File: src/rtl/quant_gray_pipe.sv
// Three-stage colour quantiser: bypass, average gray, luma gray or posterise to 2^QBITS levels.
// Optional 4x4 ordered dither before quantisation when QGRAY_DITHER_EN is defined.
module quant_gray_pipe #(
    parameter int unsigned DATA_W = 8,
    parameter int unsigned QBITS  = 4
) (
    input  logic              i_clk,
    input  logic              i_rst,
    input  logic [1:0]        i_mode,
    input  logic              i_valid,
    output logic              o_ready,
    input  logic              i_sof,
    input  logic              i_eol,
    input  logic [DATA_W-1:0] iRed,
    input  logic [DATA_W-1:0] iGreen,
    input  logic [DATA_W-1:0] iBlue,
    output logic              o_valid,
    input  logic              i_ready,
    output logic              o_sof,
    output logic              o_eol,
    output logic [DATA_W-1:0] oRed,
    output logic [DATA_W-1:0] oGreen,
    output logic [DATA_W-1:0] oBlue
);

    localparam int unsigned LSB_W = DATA_W - QBITS;
    localparam int unsigned SUM_W = DATA_W + 2;
    localparam int unsigned ACC_W = DATA_W + 8;
    localparam logic [DATA_W-1:0] QMASK = DATA_W'({DATA_W{1'b1}} << LSB_W);

    localparam logic [1:0] MODE_BYP  = 2'd0;
    localparam logic [1:0] MODE_AVG  = 2'd1;
    localparam logic [1:0] MODE_LUMA = 2'd2;
    localparam logic [1:0] MODE_POST = 2'd3;

    logic              en;
    logic              accept;

    logic              s1_valid, s1_sof, s1_eol;
    logic [1:0]        s1_mode;
    logic [DATA_W-1:0] s1_red, s1_green, s1_blue;
    logic [ACC_W-1:0]  s1_acc;

    logic              s2_valid, s2_sof, s2_eol;
    logic [1:0]        s2_mode;
    logic [DATA_W-1:0] s2_red, s2_green, s2_blue;
    logic [DATA_W-1:0] s2_gray;

    logic [ACC_W-1:0]  acc_c;
    logic [DATA_W-1:0] gray_c;
    logic [DATA_W-1:0] gray_s, red_s, green_s, blue_s;
    logic [DATA_W-1:0] red_c, green_c, blue_c;

    // Whole pipe moves together whenever the output slot is free or being taken.
    assign en      = !o_valid || i_ready;
    assign o_ready = en && !i_rst;
    assign accept  = i_valid && o_ready;

    // Stage 1 arithmetic: channel sum for average gray, weighted sum for luma.
    always_comb begin
        acc_c = ACC_W'(SUM_W'(iRed) + SUM_W'(iGreen) + SUM_W'(iBlue));
        if (i_mode == MODE_LUMA) begin
            acc_c = ACC_W'(77)  * ACC_W'(iRed)
                  + ACC_W'(150) * ACC_W'(iGreen)
                  + ACC_W'(29)  * ACC_W'(iBlue);
        end
    end

    // Stage 2 arithmetic: both results fit in DATA_W bits by construction.
    always_comb begin
        gray_c = DATA_W'(s1_acc >> 8);
        if (s1_mode == MODE_AVG) begin
            gray_c = DATA_W'(SUM_W'(s1_acc) / SUM_W'(3));
        end
    end

`ifdef QGRAY_DITHER_EN
    localparam int unsigned DSHL = (LSB_W >= 4) ? LSB_W - 4 : 0;
    localparam int unsigned DSHR = (LSB_W >= 4) ? 0 : 4 - LSB_W;

    logic [1:0]        col, row;
    logic [1:0]        px, py;
    logic [DATA_W-1:0] dith_c, s1_dith, s2_dith;

    function automatic logic [3:0] bayer(input logic [1:0] y, input logic [1:0] x);
        logic [3:0] b;
        case ({y, x})
            4'd0:  b = 4'd0;
            4'd1:  b = 4'd8;
            4'd2:  b = 4'd2;
            4'd3:  b = 4'd10;
            4'd4:  b = 4'd12;
            4'd5:  b = 4'd4;
            4'd6:  b = 4'd14;
            4'd7:  b = 4'd6;
            4'd8:  b = 4'd3;
            4'd9:  b = 4'd11;
            4'd10: b = 4'd1;
            4'd11: b = 4'd9;
            4'd12: b = 4'd15;
            4'd13: b = 4'd7;
            4'd14: b = 4'd13;
            default: b = 4'd5;
        endcase
        return b;
    endfunction

    function automatic logic [DATA_W-1:0] sat_add(input logic [DATA_W-1:0] x,
                                                  input logic [DATA_W-1:0] d);
        logic [DATA_W:0] s;
        s = {1'b0, x} + {1'b0, d};
        return s[DATA_W] ? {DATA_W{1'b1}} : s[DATA_W-1:0];
    endfunction

    // Raster position of the pixel being offered; i_sof restarts the frame.
    assign px     = i_sof ? 2'd0 : col;
    assign py     = i_sof ? 2'd0 : row;
    assign dith_c = DATA_W'(((DATA_W + 4)'(bayer(py, px)) << DSHL) >> DSHR);

    always_ff @(posedge i_clk) begin
        if (i_rst) begin
            col <= 2'd0;
            row <= 2'd0;
        end else if (accept) begin
            if (i_eol) begin
                col <= 2'd0;
                row <= py + 2'd1;
            end else begin
                col <= px + 2'd1;
                row <= py;
            end
        end
    end

    always_ff @(posedge i_clk) begin
        if (en && !i_rst) begin
            s1_dith <= dith_c;
            s2_dith <= s1_dith;
        end
    end

    always_comb begin
        gray_s  = sat_add(s2_gray,  s2_dith);
        red_s   = sat_add(s2_red,   s2_dith);
        green_s = sat_add(s2_green, s2_dith);
        blue_s  = sat_add(s2_blue,  s2_dith);
    end
`else
    always_comb begin
        gray_s  = s2_gray;
        red_s   = s2_red;
        green_s = s2_green;
        blue_s  = s2_blue;
    end
`endif

    // Stage 3 selection and quantisation (keep top QBITS of each channel).
    always_comb begin
        red_c   = s2_red;
        green_c = s2_green;
        blue_c  = s2_blue;
        case (s2_mode)
            MODE_AVG, MODE_LUMA: begin
                red_c   = gray_s & QMASK;
                green_c = gray_s & QMASK;
                blue_c  = gray_s & QMASK;
            end
            MODE_POST: begin
                red_c   = red_s   & QMASK;
                green_c = green_s & QMASK;
                blue_c  = blue_s  & QMASK;
            end
            MODE_BYP: ;
            default: ;
        endcase
    end

    always_ff @(posedge i_clk) begin
        if (i_rst) begin
            s1_valid <= 1'b0;
            s1_sof   <= 1'b0;
            s1_eol   <= 1'b0;
            s2_valid <= 1'b0;
            s2_sof   <= 1'b0;
            s2_eol   <= 1'b0;
            o_valid  <= 1'b0;
            o_sof    <= 1'b0;
            o_eol    <= 1'b0;
            oRed     <= '0;
            oGreen   <= '0;
            oBlue    <= '0;
        end else if (en) begin
            s1_valid <= i_valid;
            s1_sof   <= i_valid && i_sof;
            s1_eol   <= i_valid && i_eol;
            s1_mode  <= i_mode;
            s1_red   <= iRed;
            s1_green <= iGreen;
            s1_blue  <= iBlue;
            s1_acc   <= acc_c;

            s2_valid <= s1_valid;
            s2_sof   <= s1_sof;
            s2_eol   <= s1_eol;
            s2_mode  <= s1_mode;
            s2_red   <= s1_red;
            s2_green <= s1_green;
            s2_blue  <= s1_blue;
            s2_gray  <= gray_c;

            o_valid  <= s2_valid;
            o_sof    <= s2_sof;
            o_eol    <= s2_eol;
            oRed     <= red_c;
            oGreen   <= green_c;
            oBlue    <= blue_c;
        end
    end

endmodule
File: config.mk
export PLATFORM = sky130hd
export DESIGN_NAME = quant_gray_pipe
export DESIGN_NICKNAME = d
export VERILOG_FILES = /design/src/rtl/quant_gray_pipe.sv
export SDC_FILE = /design/constraint.sdc
export NUM_CORES = 1
export LEC_CHECK = 0
export BUFFER_PORTS_ARGS = -buffer_cell sky130_fd_sc_hd__buf_2
export CORE_UTILIZATION = 50
export CTS_BUF_LIST = sky130_fd_sc_hd__clkbuf_4
export CTS_CLUSTER_SIZE = 12
export DETAILED_ROUTE_END_ITERATION = 7
export PLACE_DENSITY = 0.68
export SLEW_MARGIN = 10
export SYNTH_ARGS = -nofsm -noshare
export SYNTH_HDL_FRONTEND = slang
export SYNTH_SLANG_ARGS = --single-unit
export TNS_END_PERCENT = 1
File: constraint.sdc
create_clock -name i_clk -period 19.3 [get_ports i_clk]
set_input_delay 0.965 -clock i_clk [delete_from_list [all_inputs] [get_ports i_clk]]
set_output_delay 0.965 -clock i_clk [all_outputs]
set_load 0.02 [all_outputs]
==> impl_metrics.json, run 1 <==
{
  "nets": 938,
  "synth_area_leaders": "edfxtp_1, fa_1, ha_1",
  "hold_path_class": "register to register",
  "tightestPinTransition_ns": 1.12,
  "worst-path-buf-inv": 5,
  "initial_utilization_pct": 50.9,
  "end_kind": "register",
  "grt_pass1_vias": 4879,
  "synth_nets": 886,
  "grt_max_degree": 67,
  "ios": 60,
  "path_cells": "buf_2 > ha_1 > ha_1 > inv_1 > fa_1 > fa_1 > inv_1 > ha_1 > o2111ai_2 > a31oi_2 > and2b_1 > ha_1 > inv_1 > fa_1 > fa_1 > inv_1 > fa_1 > ha_1 > a211oi_1 > o21bai_1 > a31o_2 > o31ai_1 > or2_2 > mux2i_1",
  "synth.yosys.seq_area_share_pct": 35.9,
  "p_sw_share_pct": 46.8,
  "finalWorstSetupSlack_ns": 12.45,
  "ir_worst_vdd_mv": 0.155,
  "clk_latency_ns": 0.46,
  "drtIter0Drc": 244,
  "wl_per_cell_um": 15.3,
  "syn_to_final_growth_pct": 8.10,
  "antenna_cells": 0,
  "cellInternalPower_mw": 0.670,
  "dp_slack_ns": 11.98,
  "fmax_mhz": 146,
  "routed_wl_um": 14300,
  "gr-total-overflow": 0,
  "combPwrFrac_pct": 69.0,
  "cts_sinks": 99,
  "ys_seq_elements": 99,
  "path_max_fanout": 6,
  "grt_pass1_wl_um": 23300,
  "drc": 0,
  "synth_cell_types": 54,
  "cts_resized": 0,
  "dp_hpwl_um": 11700,
  "start_kind": "primary input",
  "pwr_density_cell_nw_per_um2": 158,
  "slowest_delay_ns": 0.52,
  "ctsRootBufferMaster": "clkbuf_4",
  "min_period_ns": 6.85,
  "rows": 44,
  "hold_viol_final": 0,
  "dr.pass1.iters": 4,
  "clockBufferDepth": 2,
  "crit_family": "adder cells",
  "crit_type": "primary input to register",
  "synth_edf_count": 66,
  "power.switching_mw": 0.589,
  "async_flop_share_pct": 0,
  "yosys.area.top_type": "edfxtp_1",
  "vias_per_cell": 5.40,
  "slew_headroom_pct": 25.5,
  "post_cts_buffers": 0,
  "dieWidth_um": 123,
  "crit_path_top_delay_cell": "fa_1",
  "fin_util_pct": 55.0,
  "postCtsHoldBufs": 0,
  "io_buffers": 59,
  "cts_made_buffers": 9,
  "synth_area_per_cell_um2": 10.6,
  "cp.arrival_ns": 7.05,
  "syn_inst": 693,
  "num_vias": 5040,
  "setup_viol": 0,
  "leakagePower_nw": 3.71,
  "htree_levels": 3,
  "grt_usage_pct": 20.3,
  "rsz0062_at_grt": "false",
  "ys_warn_count": 0,
  "drv_cap": 0,
  "status": "complete, no violations",
  "fin_setup_tns_ns": 0,
  "coreArea_um2": 14500,
  "period_share_pct": 35.5,
  "power.share.sequential_pct": 22.6,
  "path_clk_slew_ns": 0.18,
  "clkPwrFrac_pct": 8.5,
  "required_ns": 19.51,
  "drive_gt1_share_pct": 12.3,
  "skew_ns": 0.0239,
  "die_y_um": 123,
  "synthTopCellsByCount": "inv_1, ha_1, edfxtp_1",
  "grt_antenna_before_repair": 0,
  "yosys.area.top_type_share_pct": 26.9,
  "ant_nets": 0,
  "gp_congestion": 0.871,
  "synth_area_um2": 7370,
  "slew_viol_final": 0,
  "die-area_um2": 15200,
  "synth-main-ff-cell": "edfxtp_1",
  "synth_most_common_cell": "inv_1",
  "cts_tree": "built"
}
-- per-stage QoR --
stage	hold WS, ns	total power [mW]	cells	instance area (um^2)
after floorplan	0.400	0.968	693	7370
after global placement	0.400	1.13	918	7830
after detailed placement	0.405	1.16	918	7830
after CTS	0.433	1.27	934	7970
after global routing	0.442	1.40	934	7970
final	0.427	1.26	934	7970
-- area by class of cell --
class	count	area, um^2
tap	184	230
sequential	99	2640
fill	1253	6510
multi-input combinational	457	4210
inverter	117	439
timing repair buffer	61	310
clock buffer	9	67.6
clock inverter	7	68.8
-- worst register-to-register path: cells and delay by family (launching register included) --
kind	cells	cell delay [ns]
flops	1	0.64
simple gates	2	0.27
compound gates	2	0.53
mux	1	0.30
-- cell usage in the layout (no fill, tap or decap), drive strengths merged, types with 4 or more instances in the layout --
| master | instances |
|---|---|
| ha | 96 |
| nand2 | 54 |
| a211oi | 18 |
| clkbuf | 9 |
| o21bai | 5 |
| nor2b | 8 |
| nand2b | 9 |
| o21ai | 28 |
| xor2 | 4 |
| nor3 | 5 |
| o21a | 7 |
| a21o | 7 |
| xnor2 | 16 |
| fa | 65 |
| edfxtp | 66 |
| buf | 61 |
| nor2 | 35 |
| a31oi | 6 |
| dfxtp | 33 |
| inv | 122 |
| nand3 | 18 |
| a21oi | 40 |
-- power groups by stage --
stage	clock [mW]	sequential, mW	combinational, mW
after floorplan	0	0.278	0.689
after global placement	0	0.287	0.839
after detailed placement	0	0.289	0.870
after CTS	0.111	0.284	0.877
after global routing	0.118	0.289	0.991
final	0.106	0.284	0.868
-- state kept, by name, indices dropped and copies added, names as in the netlist --
register and count:
blue_s 8, gray_s 4, green_s 8, oBlue 8, oGreen 8, oRed 8
o_eol 1, o_sof 1, o_valid 1, red_s 8, s1_acc 10, s1_blue 8
s1_eol 1, s1_green 8, s1_mode 2, s1_red 8, s1_sof 1, s1_valid 1
s2_eol 1, s2_mode 2, s2_sof 1, s2_valid 1
-- cell families (layout without fill, tap and decap cells) --
kind of cell,Yosys count,in the layout,share of synthesized area [%]
muxes,3,3,0.424
adders and majority gates,161,161,34.0
and+or+nand+nor,145,145,9.18
DFF,99,99,35.9
AOI/OAI and AO/OA,128,128,11.0
buffers and inverters,137,194,7.18
xor gates and xnor gates,20,20,2.38
-- per-layer routing --
layer  GRT usage (%)  up-vias  wire (um)  share of wire [%]
li1                -     2434          -                  -
met1            26.5     2489       6330                 44
met2            35.4      105       7310                 51
met3            2.35       12        477                3.3
met4            6.17        0        206                1.4
met5               0        -          0                  0
-- path summary, 6_finish.rpt --
path	start	end	slack (ns)	depth (start not counted)
setup reg to reg	s1_acc[7]$_DFFE_PP_	gray_s[5]$_DFFE_PP_	17.34	5
hold / removal	s1_green[3]$_DFFE_PP_	green_s[3]$_DFFE_PP_	0.43	0
hold reg to reg	s1_green[3]$_DFFE_PP_	green_s[3]$_DFFE_PP_	0.43	0
setup / recovery	iGreen[4]	s1_acc[15]$_SDFFCE_PN0P_	12.45	24
Power figures use the tool's default switching activity.
==> run 2: changes to the inputs <==
--- a/config.mk
+++ b/config.mk
@@ -10,7 +10,7 @@
 export CTS_BUF_LIST = sky130_fd_sc_hd__clkbuf_4
 export CTS_CLUSTER_SIZE = 12
 export DETAILED_ROUTE_END_ITERATION = 7
-export PLACE_DENSITY = 0.68
+export PLACE_DENSITY = 0.71
 export SLEW_MARGIN = 10
 export SYNTH_ARGS = -nofsm -noshare
 export SYNTH_HDL_FRONTEND = slang
==> constraint.sdc (replaced) <==
create_clock -name i_clk -period 5.5 [get_ports i_clk]
set_input_delay 0.275 -clock i_clk [delete_from_list [all_inputs] [get_ports i_clk]]
set_output_delay 0.275 -clock i_clk [all_outputs]
set_load 0.02 [all_outputs]
==> impl_metrics.json, run 2 (synthesis results as in run 1) <==
{
  "gr-total-overflow": 0,
  "antenna_cells": 0,
  "clkPwrFrac_pct": 6.7,
  "finalWorstSetupSlack_ns": -0.0888,
  "slew_headroom_pct": 25.7,
  "rrSetupSlack_ns": 3.26,
  "drc": 0,
  "slew_viol_final": 0,
  "crit_path_top_delay_cell": "fa_2",
  "final_cell_mix": "inv_1, ha_1, edfxtp_1",
  "violations": "setup timing",
  "path_max_fanout": 4,
  "hold_path_class": "primary input to register",
  "die_y_um": 123,
  "ios": 60,
  "slowest_delay_ns": 0.54,
  "path_cells": "buf_4 > ha_4 > ha_4 > inv_1 > fa_1 > fa_1 > inv_2 > ha_4 > o2111ai_4 > a31oi_4 > and2b_1 > ha_1 > inv_1 > fa_1 > fa_2 > inv_1 > fa_1 > ha_4 > a211oi_2 > o21bai_1 > a31o_2 > o31ai_4 > or2_4 > mux2i_1",
  "path_clk_slew_ns": 0.16,
  "fin_util_pct": 58.5,
  "cts_tree": "built",
  "grt_pass1_wl_um": 24900,
  "power.switching_mw": 2.33,
  "ir_worst_vdd_mv": 0.789,
  "grt_usage_pct": 21.5,
  "p_sw_share_pct": 43.7,
  "drv_cap": 0,
  "fmax_mhz": 179,
  "r2r_end": "s1_green[0]$_DFFE_PP_",
  "skew_ns": 0.0196,
  "routed_wl_um": 15300,
  "regMostFlops": "s1_acc",
  "final-instance-count-excl-fill": 975,
  "cts_sinks": 99,
  "setup_viol": 1,
  "grt_pass1_vias": 5140,
  "hold_viol_final": 0,
  "placedCellCount": 954,
  "nets": 979,
  "min_period_ns": 5.59,
  "syn_to_final_growth_pct": 14.8,
  "holdPathStages": 3,
  "drive_gt1_share_pct": 19.2,
  "r2r-start": "o_valid$_SDFFE_PP0N_",
  "combPwrFrac_pct": 74.7,
  "holdCritStartpoint": "i_valid",
  "tightestPinTransition_ns": 1.11,
  "cts_made_buffers": 9,
  "wl_per_cell_um": 15.7,
  "p_total_mw": 5.33,
  "start_kind": "primary input",
  "pwr_density_cell_nw_per_um2": 629,
  "dp_slack_ns": -0.611,
  "die-area_um2": 15200,
  "initial_utilization_pct": 50.9,
  "dp_hpwl_um": 12200,
  "fin_setup_tns_ns": -0.0888,
  "end_kind": "register",
  "cellInternalPower_mw": 3.00,
  "finalHoldWorstSlack_ns": 0.0562,
  "final_area_um2": 8460,
  "cp.arrival_ns": 5.81,
  "largest_reg_flops": 10,
  "num_vias": 5227,
  "required_ns": 5.72,
  "dr.pass1.iters": 6,
  "final_common_cell": "inv_1",
  "clk_latency_ns": 0.46,
  "rows": 44,
  "grt_max_degree": 41,
  "power.share.sequential_pct": 18.7,
  "ctsRootBufferMaster": "clkbuf_4",
  "clockBufferDepth": 2,
  "status": "finished with violations",
  "worst-r2r-cell-count": 4,
  "htree_levels": 3,
  "gp_congestion": 0.856,
  "io_buffers": 59,
  "coreArea_um2": 14500,
  "ant_nets": 0,
  "grt_antenna_before_repair": 0,
  "vias_per_cell": 5.36,
  "rsz0062_at_grt": "true",
  "period_share_pct": 102,
  "dpl_cell_area_um2": 8150,
  "leakagePower_nw": 3.91,
  "dieWidth_um": 123,
  "crit_type": "primary input to register",
  "drtIter0Drc": 316,
  "holdPathEnd": "s1_valid$_SDFFE_PP0N_"
}
run 2: cell count changes in the layout (fill, tap and decap cells not counted), sizes merged:
| cell | change |
|---|---|
| buf | +39 |
| clkinvlp | +2 |
| dlygate4sd3 | +2 |
| inv | -2 |
run 2: area by class of cell:
class	instances	area, um^2
repair buffers	102	632
fillers	1193	6010
well taps	184	230
multi-input cells	457	4400
clock buffers	9	67.6
inverters	117	439
clock inverters	7	57.6
flip-flops and latches	99	2640
run 2: routing by layer:
metal	GRT usage, %	vias up	wire length [um]
met5	0	-	0
met3	2.26	15	551
li1	-	2508	-
met1	28.6	2569	6760
met2	36.9	135	7850
met4	6.17	0	186
run 2: what timing repair did:
action / 4_1_cts / 5_1_grt
pin swaps: 5 / 17
resized for setup: 7 / 16
setup endpoints to repair: 3 / 4
hold buffers: 2 / 0
buffers inserted: 1 / 2
hold endpoints to repair: 2 / 0
run 2: worst max path at each step:
stage	to	cells past startpoint	startpoint
2_1_floorplan	s1_acc[15]$_SDFFCE_PN0P_	23	iGreen[4]
3_5_place_dp	s1_acc[15]$_SDFFCE_PN0P_	24	iGreen[4]
5_1_grt	s1_acc[15]$_SDFFCE_PN0P_	24	iGreen[6]
3_3_place_gp	s1_acc[15]$_SDFFCE_PN0P_	24	iGreen[4]
4_1_cts	s1_acc[15]$_SDFFCE_PN0P_	25	iGreen[3]
6_report	s1_acc[15]$_SDFFCE_PN0P_	24	iGreen[6]
run 2: worst max-delay path: cells and delay by family:
kind                     cells  cell delay, ns
AND/OR/NAND/NOR              2            0.34
multiplexers                 1            0.05
AO/OA/AOI/OAI                6            1.03
adder cells (fa/ha/maj)     10            3.75
buffers and inverters        5            0.32
run 2: power groups by stage:
stage,Clock [mW],Sequential [mW],Combinational (mW)
5_1_grt,0.389,1.01,4.45
3_3_place_gp,0,1.00,3.60
4_1_cts,0.366,0.993,3.77
3_5_place_dp,0,1.01,3.70
6_report,0.355,0.995,3.98
2_1_floorplan,0,0.976,2.56
==> run 3: changes to the inputs <==
--- a/config.mk
+++ b/config.mk
@@ -5,6 +5,7 @@
 export SDC_FILE = /design/constraint.sdc
 export NUM_CORES = 1
 export LEC_CHECK = 0
+export ABC_AREA = 1
 export BUFFER_PORTS_ARGS = -buffer_cell sky130_fd_sc_hd__buf_2
 export CORE_UTILIZATION = 50
 export CTS_BUF_LIST = sky130_fd_sc_hd__clkbuf_4
==> impl_metrics.json, run 3 <==
{
  "syn_inst": 754,
  "synth_nets": 947,
  "ant_nets": 0,
  "coreArea_um2": 14100,
  "dr.pass1.iters": 4,
  "min_period_ns": 5.39,
  "synthTopCellsByCount": "inv_1, nand2_1, ha_1",
  "cts_made_buffers": 9,
  "vias_per_cell": 5.01,
  "finalWorstSetupSlack_ns": 0.109,
  "period_share_pct": 98.0,
  "required_ns": 5.73,
  "gr-total-overflow": 0,
  "end_kind": "register",
  "rows": 43,
  "drtIter0Drc": 327,
  "synth_area_leaders": "edfxtp_1, fa_1, ha_1",
  "num_vias": 5171,
  "path_clk_slew_ns": 0.17,
  "async_flop_share_pct": 0,
  "slew_headroom_pct": 44.2,
  "synth_edf_count": 66,
  "synth_area_um2": 7350,
  "pwr_density_cell_nw_per_um2": 640,
  "regMostFlops": "s1_acc",
  "synth-main-ff-cell": "edfxtp_1",
  "holdPathEnd": "s1_valid$_SDFFE_PP0N_",
  "drive_gt1_share_pct": 18.2,
  "grt_antenna_before_repair": 0,
  "slew_viol_final": 0,
  "skew_ns": 0.0198,
  "top_layer_used": "met4",
  "p_total_mw": 5.40,
  "fmax_mhz": 185,
  "met1_length_um": 6760,
  "synth_area_per_cell_um2": 9.75,
  "antenna_cells": 0,
  "final_common_cell": "inv_1",
  "worst-r2r-cell-count": 5,
  "fin_setup_tns_ns": 0,
  "r2r_end": "s1_red[5]$_DFFE_PP_",
  "yosys.area.top_type_share_pct": 26.9,
  "gp_congestion": 0.867,
  "dieWidth_um": 123,
  "yosys.area.top_type": "edfxtp_1",
  "wl_per_cell_um": 13.9,
  "htree_levels": 3,
  "ys_seq_elements": 99,
  "dr_wl_met3_um": 553,
  "grt_max_degree": 50,
  "ios": 60,
  "cts_tree": "built",
  "status": "complete, no violations",
  "holdPathStages": 3,
  "rrSetupSlack_ns": 3.22,
  "holdCritStartpoint": "i_valid",
  "clockBufferDepth": 2,
  "initial_utilization_pct": 52.2,
  "leakagePower_nw": 4.03,
  "hold_path_class": "primary input to register",
  "grt_pass1_wl_um": 23200,
  "cts_sinks": 99,
  "ys_warn_count": 0,
  "grt_pass1_vias": 4782,
  "final_cell_mix": "inv_1, nand2_1, ha_1",
  "synth_cell_types": 32,
  "rsz0062_at_grt": "true",
  "nets": 1040,
  "cp.arrival_ns": 5.62,
  "dp_hpwl_um": 11500,
  "tightestPinTransition_ns": 0.834,
  "grt_usage_pct": 20.1,
  "hold_viol_final": 0,
  "syn_to_final_growth_pct": 14.7,
  "path_max_fanout": 4,
  "setup_viol": 0,
  "die_y_um": 123,
  "r2r-start": "o_valid$_SDFFE_PP0N_",
  "drc": 0,
  "route.met2.wl_um": 6790,
  "drv_cap": 0,
  "largest_reg_flops": 10,
  "ir_worst_vdd_mv": 0.954,
  "io_buffers": 59,
  "start_kind": "primary input",
  "clk_latency_ns": 0.45,
  "ctsRootBufferMaster": "clkbuf_4",
  "dp_slack_ns": -0.411,
  "synth_most_common_cell": "inv_1",
  "die-area_um2": 15200,
  "routed_wl_um": 14400,
  "crit_type": "primary input to register",
  "synth.yosys.seq_area_share_pct": 35.9
}
run 3: layer usage:
layer | GRT usage (%) | vias to the layer above
met4 | 5.95 | 0
met3 | 2.58 | 16
li1 | - | 2639
met1 | 28.6 | 2408
met5 | 0 | -
met2 | 32.3 | 108
run 3: where the power goes:
group          leakage, nW  switching, mW  internal [mW]
sequential           0.917         0.0401          0.909
combinational         3.03           2.25           1.82
clock               0.0778          0.264          0.106
total                 4.03           2.56           2.84
run 3: cells by family (layout without fill, tap and decap cells):
group | Yosys count | after routing | synth area share, %
buffers and inverters | 156 | 254 | 8.08
AO/OA/AOI/OAI | 98 | 98 | 6.98
flip-flops | 99 | 99 | 35.9
XOR/XNOR | 13 | 13 | 1.55
AND/OR/NAND/NOR | 227 | 227 | 13.4
adder cells (fa/ha/maj) | 161 | 161 | 34.0
run 3: how the worst max path moves through the flow:
stage / startpoint / to / slack [ns] / depth (start not counted)
floorplan: iGreen[3] / s1_acc[15]$_SDFFCE_PN0P_ / -0.01 / 26
global placement: iGreen[3] / s1_acc[15]$_SDFFCE_PN0P_ / -0.34 / 27
detailed placement: iGreen[3] / s1_acc[15]$_SDFFCE_PN0P_ / -0.41 / 27
CTS: iGreen[3] / s1_acc[15]$_SDFFCE_PN0P_ / 0.10 / 27
global route: iGreen[3] / s1_acc[12]$_SDFFCE_PN0P_ / -0.14 / 25
finish: iGreen[3] / s1_acc[15]$_SDFFCE_PN0P_ / 0.11 / 27
run 3: what timing repair did:
item                                   in CTS  in global routing
buffers inserted                            0                  4
resized for setup                           0                 31
endpoints found under the hold margin       2                  0
setup endpoints to repair                   0                  5
hold buffers                                2                  0
run 3: layout make-up:
type / instances / area [um^2]
Multi-Input combinational cell: 499 / 4310
Timing Repair Buffer: 94 / 576
Clock buffer: 9 / 67.6
Sequential cell: 99 / 2640
Clock inverter: 7 / 67.6
Inverter: 144 / 541
Tap cell: 180 / 225
Fill cell: 1209 / 5660
run 3: worst max-delay path, cell delays in order:
cell,delay (ns)
buf_2,0.11
ha_1,0.31
ha_2,0.26
ha_1,0.28
inv_1,0.05
fa_1,0.50
inv_1,0.06
ha_4,0.28
nand2_2,0.08
o21ai_2,0.17
a21oi_2,0.05
xnor2_1,0.24
fa_1,0.44
inv_1,0.08
fa_1,0.44
fa_1,0.49
inv_1,0.05
fa_1,0.57
ha_4,0.23
a21oi_4,0.16
o21ai_0,0.09
nand2_1,0.06
nand3_1,0.07
nor2_2,0.11
nand2_1,0.06
nand2_1,0.07
nor2_2,0.03
run 3: through the flow:
step / instances / hold slack, ns / cell area (um^2) / util, %
after floorplan: 754 / 0.374 / 7420 / -
after global placement: 1010 / 0.401 / 8110 / 57.5
after detailed placement: 1010 / 0.405 / 8110 / 57.5
after CTS: 1028 / 0.0309 / 8260 / 58.6
after global routing: 1032 / 0.0349 / 8430 / 59.8
final: 1032 / 0.0757 / 8430 / 59.8
